==> src/rtl/uart_pkg.sv <==
// Shared UART definitions: state encoding, default bit timing, parity helper.
package uart_pkg;

  localparam int unsigned DEFAULT_CLKS_PER_BIT = 16;

  // State encoding, kept as named constants so the receiver can share them.
  localparam logic [2:0] ST_IDLE   = 3'd0;
  localparam logic [2:0] ST_START  = 3'd1;
  localparam logic [2:0] ST_DATA   = 3'd2;
  localparam logic [2:0] ST_PARITY = 3'd3;
  localparam logic [2:0] ST_STOP   = 3'd4;

  typedef enum logic [2:0] {
    StIdle   = ST_IDLE,
    StStart  = ST_START,
    StData   = ST_DATA,
    StParity = ST_PARITY,
    StStop   = ST_STOP
  } uart_state_e;

  // Parity over one data byte; odd=1 inverts the even-parity result.
  function automatic logic parity_bit(input logic [7:0] data, input logic odd);
    return (^data) ^ odd;
  endfunction

endpackage

==> src/rtl/uart_baud_cnt.sv <==
// Bit-period counter: counts 0..CLKS_PER_BIT-1 and flags the last cycle of each bit.
module uart_baud_cnt
  import uart_pkg::*;
#(
  parameter int unsigned CLKS_PER_BIT = DEFAULT_CLKS_PER_BIT
) (
  input  logic clk,
  input  logic rst,
  input  logic clear,
  output logic end_of_bit
);

  localparam int unsigned CntW = $clog2(CLKS_PER_BIT);
  localparam logic [CntW-1:0] CntLast = CntW'(CLKS_PER_BIT - 1);

  logic [CntW-1:0] cnt_q;

  // Free-running bit timer, parked at zero while cleared.
  always_ff @(posedge clk) begin
    if (rst || clear) begin
      cnt_q <= '0;
    end else if (cnt_q == CntLast) begin
      cnt_q <= '0;
    end else begin
      cnt_q <= cnt_q + 1'b1;
    end
  end

  assign end_of_bit = !clear && (cnt_q == CntLast);

endmodule

==> src/rtl/uart_tx.sv <==
// UART transmitter with a one-deep holding register for gap-free back-to-back frames.
module uart_tx
  import uart_pkg::*;
#(
  parameter int unsigned CLKS_PER_BIT = DEFAULT_CLKS_PER_BIT,
  parameter bit          PARITY_EN    = 1'b0,
  parameter bit          PARITY_ODD   = 1'b0,
  parameter int unsigned STOP_BITS    = 1
) (
  input  logic       clk,
  input  logic       rst,
  input  logic [7:0] datain,
  input  logic       wrsig,
  output logic       tx,
  output logic       busy,
  output logic       overrun
);

  // Index of the final stop bit (0 for one stop bit, 1 for two).
  localparam logic StopLast = (STOP_BITS == 2);

  uart_state_e state_q, state_d;
  logic [7:0]  shift_q, shift_d;
  logic [2:0]  bit_idx_q, bit_idx_d;
  logic        stop_idx_q, stop_idx_d;
  logic [7:0]  hold_data_q, hold_data_d;
  logic        hold_valid_q, hold_valid_d;
  logic        tx_q, tx_d;
  logic        busy_q, busy_d;
  logic        overrun_q, overrun_d;
  logic        end_of_bit;
  logic        consume;
  logic        accept;

  uart_baud_cnt #(
    .CLKS_PER_BIT(CLKS_PER_BIT)
  ) u_baud_cnt (
    .clk       (clk),
    .rst       (rst),
    .clear     (state_q == StIdle),
    .end_of_bit(end_of_bit)
  );

  // Frame sequencing; the shift register rotates so the byte is intact for parity.
  always_comb begin
    state_d    = state_q;
    shift_d    = shift_q;
    bit_idx_d  = bit_idx_q;
    stop_idx_d = stop_idx_q;
    consume    = 1'b0;
    unique case (state_q)
      StIdle: begin
        if (hold_valid_q) begin
          consume = 1'b1;
          shift_d = hold_data_q;
          state_d = StStart;
        end
      end
      StStart: begin
        if (end_of_bit) begin
          state_d   = StData;
          bit_idx_d = '0;
        end
      end
      StData: begin
        if (end_of_bit) begin
          shift_d   = {shift_q[0], shift_q[7:1]};
          bit_idx_d = bit_idx_q + 3'd1;
          if (bit_idx_q == 3'd7) begin
            stop_idx_d = 1'b0;
            if (PARITY_EN) begin
              state_d = StParity;
            end else begin
              state_d = StStop;
            end
          end
        end
      end
      StParity: begin
        if (end_of_bit) begin
          state_d    = StStop;
          stop_idx_d = 1'b0;
        end
      end
      StStop: begin
        if (end_of_bit) begin
          if (stop_idx_q == StopLast) begin
            if (hold_valid_q) begin
              consume = 1'b1;
              shift_d = hold_data_q;
              state_d = StStart;
            end else begin
              state_d = StIdle;
            end
          end else begin
            stop_idx_d = 1'b1;
          end
        end
      end
      default: state_d = StIdle;
    endcase
  end

  // Holding register: a write lands if the slot is empty or is being drained this cycle.
  always_comb begin
    accept       = wrsig && (!hold_valid_q || consume);
    overrun_d    = wrsig && !accept;
    hold_data_d  = accept ? datain : hold_data_q;
    hold_valid_d = accept || (hold_valid_q && !consume);
  end

  // Output values decoded from the next state so tx and busy come straight from flops.
  always_comb begin
    tx_d = 1'b1;
    unique case (state_d)
      StIdle:   tx_d = 1'b1;
      StStart:  tx_d = 1'b0;
      StData:   tx_d = shift_d[0];
      StParity: tx_d = parity_bit(shift_d, PARITY_ODD);
      StStop:   tx_d = 1'b1;
      default:  tx_d = 1'b1;
    endcase
    busy_d = (state_d != StIdle) || hold_valid_d;
  end

  // State and registered outputs.
  always_ff @(posedge clk) begin
    if (rst) begin
      state_q      <= StIdle;
      shift_q      <= '0;
      bit_idx_q    <= '0;
      stop_idx_q   <= 1'b0;
      hold_data_q  <= '0;
      hold_valid_q <= 1'b0;
      tx_q         <= 1'b1;
      busy_q       <= 1'b0;
      overrun_q    <= 1'b0;
    end else begin
      state_q      <= state_d;
      shift_q      <= shift_d;
      bit_idx_q    <= bit_idx_d;
      stop_idx_q   <= stop_idx_d;
      hold_data_q  <= hold_data_d;
      hold_valid_q <= hold_valid_d;
      tx_q         <= tx_d;
      busy_q       <= busy_d;
      overrun_q    <= overrun_d;
    end
  end

  assign tx      = tx_q;
  assign busy    = busy_q;
  assign overrun = overrun_q;

endmodule

==> config.mk <==
export PLATFORM = sky130hd
export DESIGN_NAME = uart_tx
export DESIGN_NICKNAME = d
export VERILOG_FILES = /design/src/rtl/uart_pkg.sv /design/src/rtl/uart_baud_cnt.sv /design/src/rtl/uart_tx.sv
export SDC_FILE = /design/constraint.sdc
export NUM_CORES = 1
export LEC_CHECK = 0
export CORE_AREA = 2 2 54 82
export CTS_BUF_LIST = sky130_fd_sc_hd__clkbuf_16
export DETAILED_ROUTE_END_ITERATION = 10
export DIE_AREA = 0 0 56 84
export RECOVER_POWER = 25
export SYNTH_ARGS = -nofsm -noshare
export SYNTH_HDL_FRONTEND = slang
export SYNTH_SLANG_ARGS = --single-unit
==> constraint.sdc <==
create_clock -name clk -period 5.3 [get_ports clk]
set_clock_uncertainty 0.05 [all_clocks]
set_input_delay 1.06 -clock clk [delete_from_list [all_inputs] [get_ports clk]]
set_output_delay 1.06 -clock clk [all_outputs]
set_load 0.02 [all_outputs]
==> run_results.csv, run 1 <==
group,metric,value,unit
status,status,"finished clean",
worst_setup_path,worstSetupEndpointType,"register",
power,p_leak,0.000712,µW
placed_design,dpl_cell_area,1790,µm²
synth,yosys.area.top_type_share,36.0,%
clocking,cts_made_buffers,5,
clocking,clock-sinks,30,
synth,synth_area_leaders,"dfxtp_1 36%, a21oi_1 7.5%, nand2_1 5.4%",
drt,drtPass1Iterations,4,
sta,period_share,57.4,%
die,dieArea,4700,µm²
clocking,clkSlewWorstSetupHoldPaths,0.05,ns
power,power,561,µW
synth,ys_ff_latch,30,
clocking,cts.repair.resized,0,
clocking,cts_root_buffer,"clkbuf_16",
synth,synth_fp_nets,226,
drt,post_drt_wl_per_cell,16.1,µm
final_layout,final_area,1920,µm²
clocking,cts_tree,"built",
final_layout,layout-drive-gt1-share,4.59,%
worst_setup_path,crit_path_start_kind,"register",
synth,ys_seq_area_share,36.0,%
sta,period_minus_slack,3.04,ns
die,start_util,41.1,%
placed_design,gp_congestion,0.923,
sta,setup_violations,0,
global_routing,grt_pass1_vias,1528,
power,p_per_area,293,nW/µm²
drt,drt-initial-drc-count,96,
synth,synth_top_flop_cell,"dfxtp_1",
drt,detail_route.wirelength,4240,µm
sta,tns,0,ns
worst_setup_path,path_max_fanout,19,
clocking,clk_latency,0.27,ns
final_layout,area_delta_synth_final,14.9,%
synth,ys_types,43,
die,fp.dieH,84,µm
die,design.core.area,4060,µm²
power,vdd_drop_max,0.223,mV
synth,yosys_warnings,0,
final_layout,fin_nets,233,
die,die_x,56,µm
die,pin_count,14,
flow_run,maxCapViolCount,0,
synth,yosysTopAreaCell,"dfxtp_1",
clocking,cts.path.max_buffers,2,
worst_setup_path,cp.required,5.45,ns
synth,netlist_area,1670,µm²
final_layout,fillers,427,
drt,avgViaCountPerCell,5.92,
global_routing,antenna_found_initial,0,
synth,syn_inst,212,
clocking,cts_setup_buffers,0,
drt,ant_nets,0,
sta,rsz0062_at_grt,"false",
global_routing,grt_max_degree,27,
synth,synth_edf_count,0,
sta,slew_viol_final,0,
sta,final-hold-violation-count,0,
placed_design,dp_hpwl,3030,µm
synth,synth_most_common_cell,"dfxtp_1",
global_routing,overflow,0,
synth,syn_avg_cell_area,7.88,µm²
worst_setup_path,path_class,"reg -> reg",
final_layout,diodes,0,
sta,fmax,329,MHz
die,num_rows,29,
placed_design,port_buffers,13,
drt,vias,1563,
global_routing,grt_use_total,19.5,%
worst_setup_path,arrival,3.19,ns
clocking,cts.htree.levels,2,
synth,async_flop_share,0,%
clocking,cts_hold_buffers,0,
synth,synth_common_cells,"30 x dfxtp_1, 25 x a21oi_1, 24 x nand2_1, 20 x nor2_1",
global_routing,grt_pass1_wl,7150,µm
drt,drc,0,
hold_path,hold_path_class,"reg -> reg",
sta,max_slew.worst_pin.slew,0.792,ns
sta,slew_headroom,47.2,%
[final timing paths]
path,from,endpoint,slack [ns],cells after the start
setup / recovery,state_q[2],tx,2.26,8
hold / removal,hold_data_q[3],hold_data_q[3],0.40,2
setup reg to reg,state_q[2],tx,2.26,8
hold reg to reg,hold_data_q[3],hold_data_q[3],0.40,2
[per-layer routing]
layer  vias to the layer above  share of wire (%)  track usage (%)
met5                         -                  0                0
met4                         0                4.5             11.7
met3                        13                4.4             4.34
met2                        51                 50             31.4
met1                       717                 41             23.1
li1                        782                  -                -
[where the power goes]
part | switching, µW | leakage [µW] | internal, µW
sequential | 6.99 | 0.000245 | 235
clock | 90.7 | 0.0000632 | 166
combinational | 33.1 | 0.000404 | 29.8
[per-stage QoR]
step	std cells	setup slack, ns	utilization, %	hold WS [ns]
after floorplan	212	2.91	-	0.386
after global placement	258	2.43	44.2	0.396
after detailed placement	258	2.32	44.2	0.402
after CTS	264	2.31	47.3	0.403
after global routing	264	1.97	47.2	0.438
final	264	2.26	47.2	0.403
[worst max-delay path, cell delays in order (launching register included)]
cell	delay (ns)
dfxtp_1	0.77
clkinv_1	0.46
o21ai_0	0.47
a31oi_1	0.14
o2bb2ai_1	0.17
xor2_1	0.18
xnor2_1	0.21
xnor3_1	0.34
a21oi_1	0.17
[cell type report]
class                   count  area (µm²)  share of cell area, %
clock buffers               5         125                   6.52
clock inverters             1        3.75                  0.196
inverters                   7        26.3                   1.37
multi-input cells         159         957                   49.9
flip-flops and latches     30         601                   31.3
well taps                  46        57.6                   3.00
repair buffers             16         149                   7.76
[registers in the layout, indices dropped and copies added (netlist names)]
register	cells
hold_data_q	8
shift_q	8
state_q	3
busy	1
u_baud_cnt.cnt_q	4
overrun	1
tx	1
bit_idx_q	3
hold_valid_q	1
[cells by family (layout without fill, tap and decap cells)]
group	after synthesis	in the layout	synth area share, %
XOR/XNOR	7	7	4.49
AND/OR/NAND/NOR	76	76	21.0
flip-flops	30	30	36.0
multiplexers	4	4	2.47
AO/OA/AOI/OAI	69	69	27.0
buffers and inverters	23	29	6.74
adder cells (fa/ha/maj)	3	3	2.25
[layout by cell type, fill, tap and decap left out, types with 2 or more instances in the layout]
cell type and instances:
clkbuf_16 5, a22oi_1 4, dfxtp_1 30, nor3_1 8, clkdlybuf4s50_1 11, a2bb2oi_1 2, buf_4 2, clkinv_1 2
o21ai_0 9, xnor2_1 4, nor4_1 3, a221oi_1 2, a21oi_1 25, o211ai_1 3, xor2_1 2, nand3_1 11
nor2b_1 4, a222oi_1 2, a31oi_1 3, a21o_1 3, nor2_1 20, o211a_1 2, nand2_1 24, mux2i_1 3
inv_1 6, dlygate4sd3_1 2, a22o_1 2, ha_1 3, o22ai_1 6
Note: power is estimated with default switching activity, not from simulation.
==> run 2, diff against run 1 <==
- clock period: 5.3 -> 2.7 ns (I/O delays scaled with it)
==> run 2 against run 1 <==
Against the previous run: sequential power grew 98%; maximum frequency up 19%; routed wire length grew 4.6%; setup slack got worse by 2.1 ns; register-to-register slack got worse by 2.1 ns; non-clock buffer count up 12; clock-buffer cell count stayed put; largest power group unchanged; critical endpoint unchanged; via count is 4.1% higher; hold slack better by 0.0090 ns.
==> run_results.csv, run 2 (synthesis gave the netlist of run 1 again) <==
group,metric,value,unit
final_layout,layout-drive-gt1-share,10.3,%
sta,slew_headroom,66.8,%
clocking,clk_latency,0.27,ns
worst_setup_path,path_class,"reg -> reg",
final_layout,instances_no_fill,278,
drt,drtPass1Iterations,4,
power,p_int,859,µW
clocking,clkSlewWorstSetupHoldPaths,0.05,ns
status,status,"finished clean",
placed_design,pre_cts_ws,0.132,ns
worst_setup_path,crit_chain,"ha_2 -> and3_4 -> o211a_1 -> o22ai_1 -> a222oi_1 -> xnor2_1 -> xnor2_1 -> xnor3_1 -> a21oi_1",
final_layout,ff_latch_area,601,µm²
die,dieArea,4700,µm²
worst_setup_path,endpoint,"tx",
clocking,cts_tree,"built",
worst_setup_path,r2r-start,"u_baud_cnt.cnt_q[0]",
final_layout,area_delta_synth_final,21.3,%
die,start_util,41.1,%
final_layout,final_area,2030,µm²
power,combPwrFrac,11.5,%
worst_setup_path,cp_slowest_cell,"xnor3_1",
final_layout,multi_input_area,968,µm²
worst_setup_path,cpPeakStageDelay,0.40,ns
drt,detail_route.wirelength,4430,µm
power,clkPwrFrac,46.0,%
final_layout,largestRegisters,"hold_data_q: 8 flops, shift_q: 8 flops, u_baud_cnt.cnt_q: 4 flops",
worst_setup_path,arrival,2.71,ns
worst_setup_path,reg2reg_to,"tx",
die,design.core.area,4060,µm²
sta,period_share,94.8,%
hold_path,hold_path_class,"reg -> reg",
sta,period_minus_slack,2.56,ns
worst_setup_path,path_max_fanout,13,
global_routing,grt_pass1_wl,7200,µm
drt,avgViaCountPerCell,5.85,
drt,drt-initial-drc-count,76,
final_layout,mostFrequentLayoutCells,"30 x dfxtp_1, 25 x a21oi_1, 24 x nand2_1",
die,fp.dieH,84,µm
global_routing,overflow,0,
sta,fin_ws,0.141,ns
worst_setup_path,worstSetupEndpointType,"register",
flow_run,maxCapViolCount,0,
drt,drc,0,
worst_setup_path,startpoint,"u_baud_cnt.cnt_q[0]",
sta,fmax,391,MHz
final_layout,diodes,0,
worst_setup_path,cp_common_cell,"xnor2_1",
clocking,cts_made_buffers,5,
clocking,cts_hold_buffers,0,
power,p_switching,267,µW
sta,max_slew.worst_pin.slew,0.498,ns
placed_design,gp_congestion,0.946,
power,p_per_area,556,nW/µm²
sta,setup_violations,0,
die,pin_count,14,
sta,final-hold-violation-count,0,
drt,post_drt_wl_per_cell,15.9,µm
power,vdd_drop_max,0.475,mV
global_routing,grt_pass1_vias,1558,
drt,ant_nets,0,
power,p_seq_share,42.5,%
final_layout,fillers,402,
die,num_rows,29,
die,die_x,56,µm
placed_design,placed_cells,269,
worst_setup_path,r2r_slack,0.14,ns
worst_setup_path,crit_path_start_kind,"register",
placed_design,port_buffers,13,
global_routing,antenna_found_initial,0,
power,swShare,23.7,%
clocking,clock-sinks,30,
global_routing,grt_max_degree,19,
final_layout,layout_commonest_cell,"dfxtp_1",
clocking,cts.path.max_buffers,2,
placed_design,dp_hpwl,3240,µm
drt,vias,1627,
placed_design,dpl_cell_area,1880,µm²
global_routing,grt_use_total,19.7,%
power,p_leak,0.000771,µW
final_layout,fin_nets,245,
worst_setup_path,rr_worst_depth,9,
sta,slew_viol_final,0,
worst_setup_path,cp.required,2.85,ns
clocking,cts_root_buffer,"clkbuf_16",
clocking,cts.htree.levels,2,
## run 2: stage by stage
stage / total power, µW / util [%] / hold WS [ns] / TNS, ns
2_1_floorplan: 567 / - / 0.386 / 0
3_3_place_gp: 616 / 46.2 / 0.406 / 0
3_5_place_dp: 615 / 46.2 / 0.411 / 0
4_1_cts: 1140 / 49.6 / 0.418 / 0
5_1_grt: 1170 / 49.8 / 0.441 / -0.0443
6_report: 1130 / 49.8 / 0.412 / 0
## run 2: final cells by class
class | instances | share of cell area (%)
inverters | 7 | 1.30
multi-input cells | 159 | 47.8
clock inverters | 3 | 0.618
repair buffers | 28 | 11.6
clock buffers | 5 | 6.18
well taps | 46 | 2.84
flip-flops and latches | 30 | 29.6
## run 2: repair_timing
item,in CTS,in global routing
buffers inserted,0,1
gates resized for setup,0,3
setup endpoints to repair,0,1
## run 2: layer usage
metal	global-route usage [%]	vias to the layer above	share of wire, %
li1	-	807	-
met1	21.1	748	41
met2	33.9	50	50
met3	4.34	22	3.7
met4	12.8	0	5.4
met5	0	-	0
## run 2: power groups by stage
stage                     logic [µW]  clock network (µW)  registers (µW)
final                            130                 518             478
after global routing             143                 547             480
after CTS                        130                 527             478
after detailed placement         129                   0             487
after global placement           129                   0             487
after floorplan                 84.8                   0             482
## run 2: how the worst min path moves through the flow
stage | startpoint | to | slack (ns) | cells after the start
2_1_floorplan | hold_data_q[1] | hold_data_q[1] | 0.39 | 2
3_3_place_gp | hold_data_q[1] | hold_data_q[1] | 0.41 | 2
3_5_place_dp | hold_data_q[1] | hold_data_q[1] | 0.41 | 2
4_1_cts | hold_data_q[1] | hold_data_q[1] | 0.42 | 2
5_1_grt | hold_data_q[0] | hold_data_q[0] | 0.44 | 2
6_report | hold_data_q[1] | hold_data_q[1] | 0.41 | 2
## run 2: critical path: cells and delay by family (launching register included)
kind	cells	cell delay, ns
and+or+nand+nor	1	0.31
DFF	1	0.37
AOI/OAI and AO/OA	4	0.79
adders and majority gates	1	0.25
xor gates and xnor gates	3	0.73
==> run 3, diff against run 2 <==
- clock period: 2.7 -> 3.12 ns (I/O delays scaled with it)
==> run 3 against run 2 <==
Against the previous run: power increased by 1.4%; flip-flop and latch count unchanged; sequential share of layout area increased by 0.13 points; maximum frequency decreased by 6.7%; cell count decreased by 2.5%.
==> run_results.csv, run 3 (synthesis gave the netlist of run 1 again) <==
group,metric,value,unit
sta,setup_violations,0,
drt,detail_route.wirelength,4400,µm
clocking,cts_tree,"built",
worst_setup_path,worstSetupEndpointType,"register",
placed_design,port_buffers,13,
clocking,cts.path.max_buffers,2,
die,die_x,56,µm
sta,final-hold-violation-count,0,
drt,drt-initial-drc-count,47,
die,start_util,41.1,%
final_layout,largestRegisters,"hold_data_q: 8 flops, shift_q: 8 flops, u_baud_cnt.cnt_q: 4 flops",
worst_setup_path,cp.required,3.28,ns
placed_design,dp_hpwl,3210,µm
sta,period_share,87.9,%
global_routing,overflow,0,
final_layout,fin_util,49.6,%
final_layout,layout_commonest_cell,"dfxtp_1",
die,num_rows,29,
final_layout,mostFrequentLayoutCells,"30 x dfxtp_1, 25 x a21oi_1, 24 x nand2_1",
clocking,clock-sinks,30,
clocking,cts_hold_buffers,0,
drt,ant_nets,0,
hold_path,hp-start,"hold_data_q[3]",
worst_setup_path,arrival,2.90,ns
placed_design,gp_congestion,0.950,
worst_setup_path,path_max_fanout,13,
power,p_leak,0.000769,µW
sta,rsz0062_at_grt,"false",
die,fp.dieH,84,µm
sta,tns,0,ns
worst_setup_path,r2r-start,"u_baud_cnt.cnt_q[0]",
placed_design,dpl_cell_area,1830,µm²
final_layout,area_delta_synth_final,20.7,%
final_layout,layout-drive-gt1-share,7.56,%
global_routing,grt_pass1_wl,7540,µm
die,dieArea,4700,µm²
clocking,cts.htree.levels,2,
global_routing,grt_max_degree,19,
drt,post_drt_wl_per_cell,16.2,µm
power,p_per_area,566,nW/µm²
worst_setup_path,path_class,"reg -> reg",
global_routing,antenna_found_initial,0,
clocking,clkSlewWorstSetupHoldPaths,0.05,ns
status,status,"finished clean",
global_routing,grt_use_total,20.7,%
hold_path,hold_path_class,"reg -> reg",
flow_run,maxCapViolCount,0,
clocking,cts_made_buffers,5,
clocking,cts_setup_buffers,0,
drt,drtPass1Iterations,4,
worst_setup_path,startpoint,"u_baud_cnt.cnt_q[0]",
final_layout,final_area,2020,µm²
sta,period_minus_slack,2.74,ns
sta,fmax,365,MHz
final_layout,diodes,0,
sta,slew_headroom,57.2,%
worst_setup_path,crit_path_start_kind,"register",
global_routing,grt_pass1_vias,1473,
worst_setup_path,rr_worst_depth,10,
drt,vias,1595,
sta,max_slew.worst_pin.slew,0.640,ns
die,design.core.area,4060,µm²
clocking,cts_root_buffer,"clkbuf_16",
clocking,cts.repair.resized,0,
power,vdd_drop_max,0.452,mV
hold_path,holdPathStages,2,
clocking,clk_latency,0.28,ns
drt,drc,0,
sta,slew_viol_final,0,
final_layout,fin_nets,238,
die,pin_count,14,
drt,avgViaCountPerCell,5.89,
-- run 3: cell type report --
type | count | area [µm²]
Fill cell | 416 | 2050
Multi-Input combinational cell | 159 | 957
Sequential cell | 30 | 601
Timing Repair Buffer | 21 | 186
Clock buffer | 5 | 125
Clock inverter | 3 | 63.8
Tap cell | 46 | 57.6
Inverter | 7 | 26.3
-- run 3: layer usage --
layer	wire length (µm)	part of all wire, %	track usage (%)	vias to the layer above
met5	0	0	0	-
met4	183	4.2	13.0	0
met3	163	3.7	4.19	16
met2	2260	51	33.2	45
met1	1790	41	24.9	739
li1	-	-	-	795
-- run 3: through the flow --
step,power [µW],hold WS (ns),worst slack [ns],std cells
global placement,529,0.397,0.446,263
finish,1140,0.412,0.378,271
floorplan,491,0.386,0.729,212
CTS,1150,0.419,0.409,271
global route,1180,0.439,0.0649,271
detailed placement,529,0.408,0.420,263
-- run 3: where the power goes --
| part | switching [µW] | leakage [µW] | internal [µW] | total [µW] |
|---|---|---|---|---|
| Sequential | 16.8 | 0.000245 | 399 | 415 |
| Combinational | 52.0 | 0.000432 | 52.5 | 105 |
| Clock | 168 | 0.0000915 | 454 | 622 |
-- run 3: path summary, 6_finish.rpt --
kind	end	slack [ns]
worst max-delay path	tx	0.38
worst min-delay path	hold_data_q[3]	0.41
worst max register to register	tx	0.38
worst min register to register	hold_data_q[3]	0.41
-- run 3: critical path, cell delays in order, from the launching register on --
cell and delay, ns:
dfxtp_1 0.37, ha_1 0.25, and3_2 0.39, o21ai_0 0.16
buf_4 0.20, nor2_1 0.13, a21oi_1 0.09, o211ai_1 0.36
xnor2_1 0.19, xnor3_1 0.33, a21oi_1 0.14
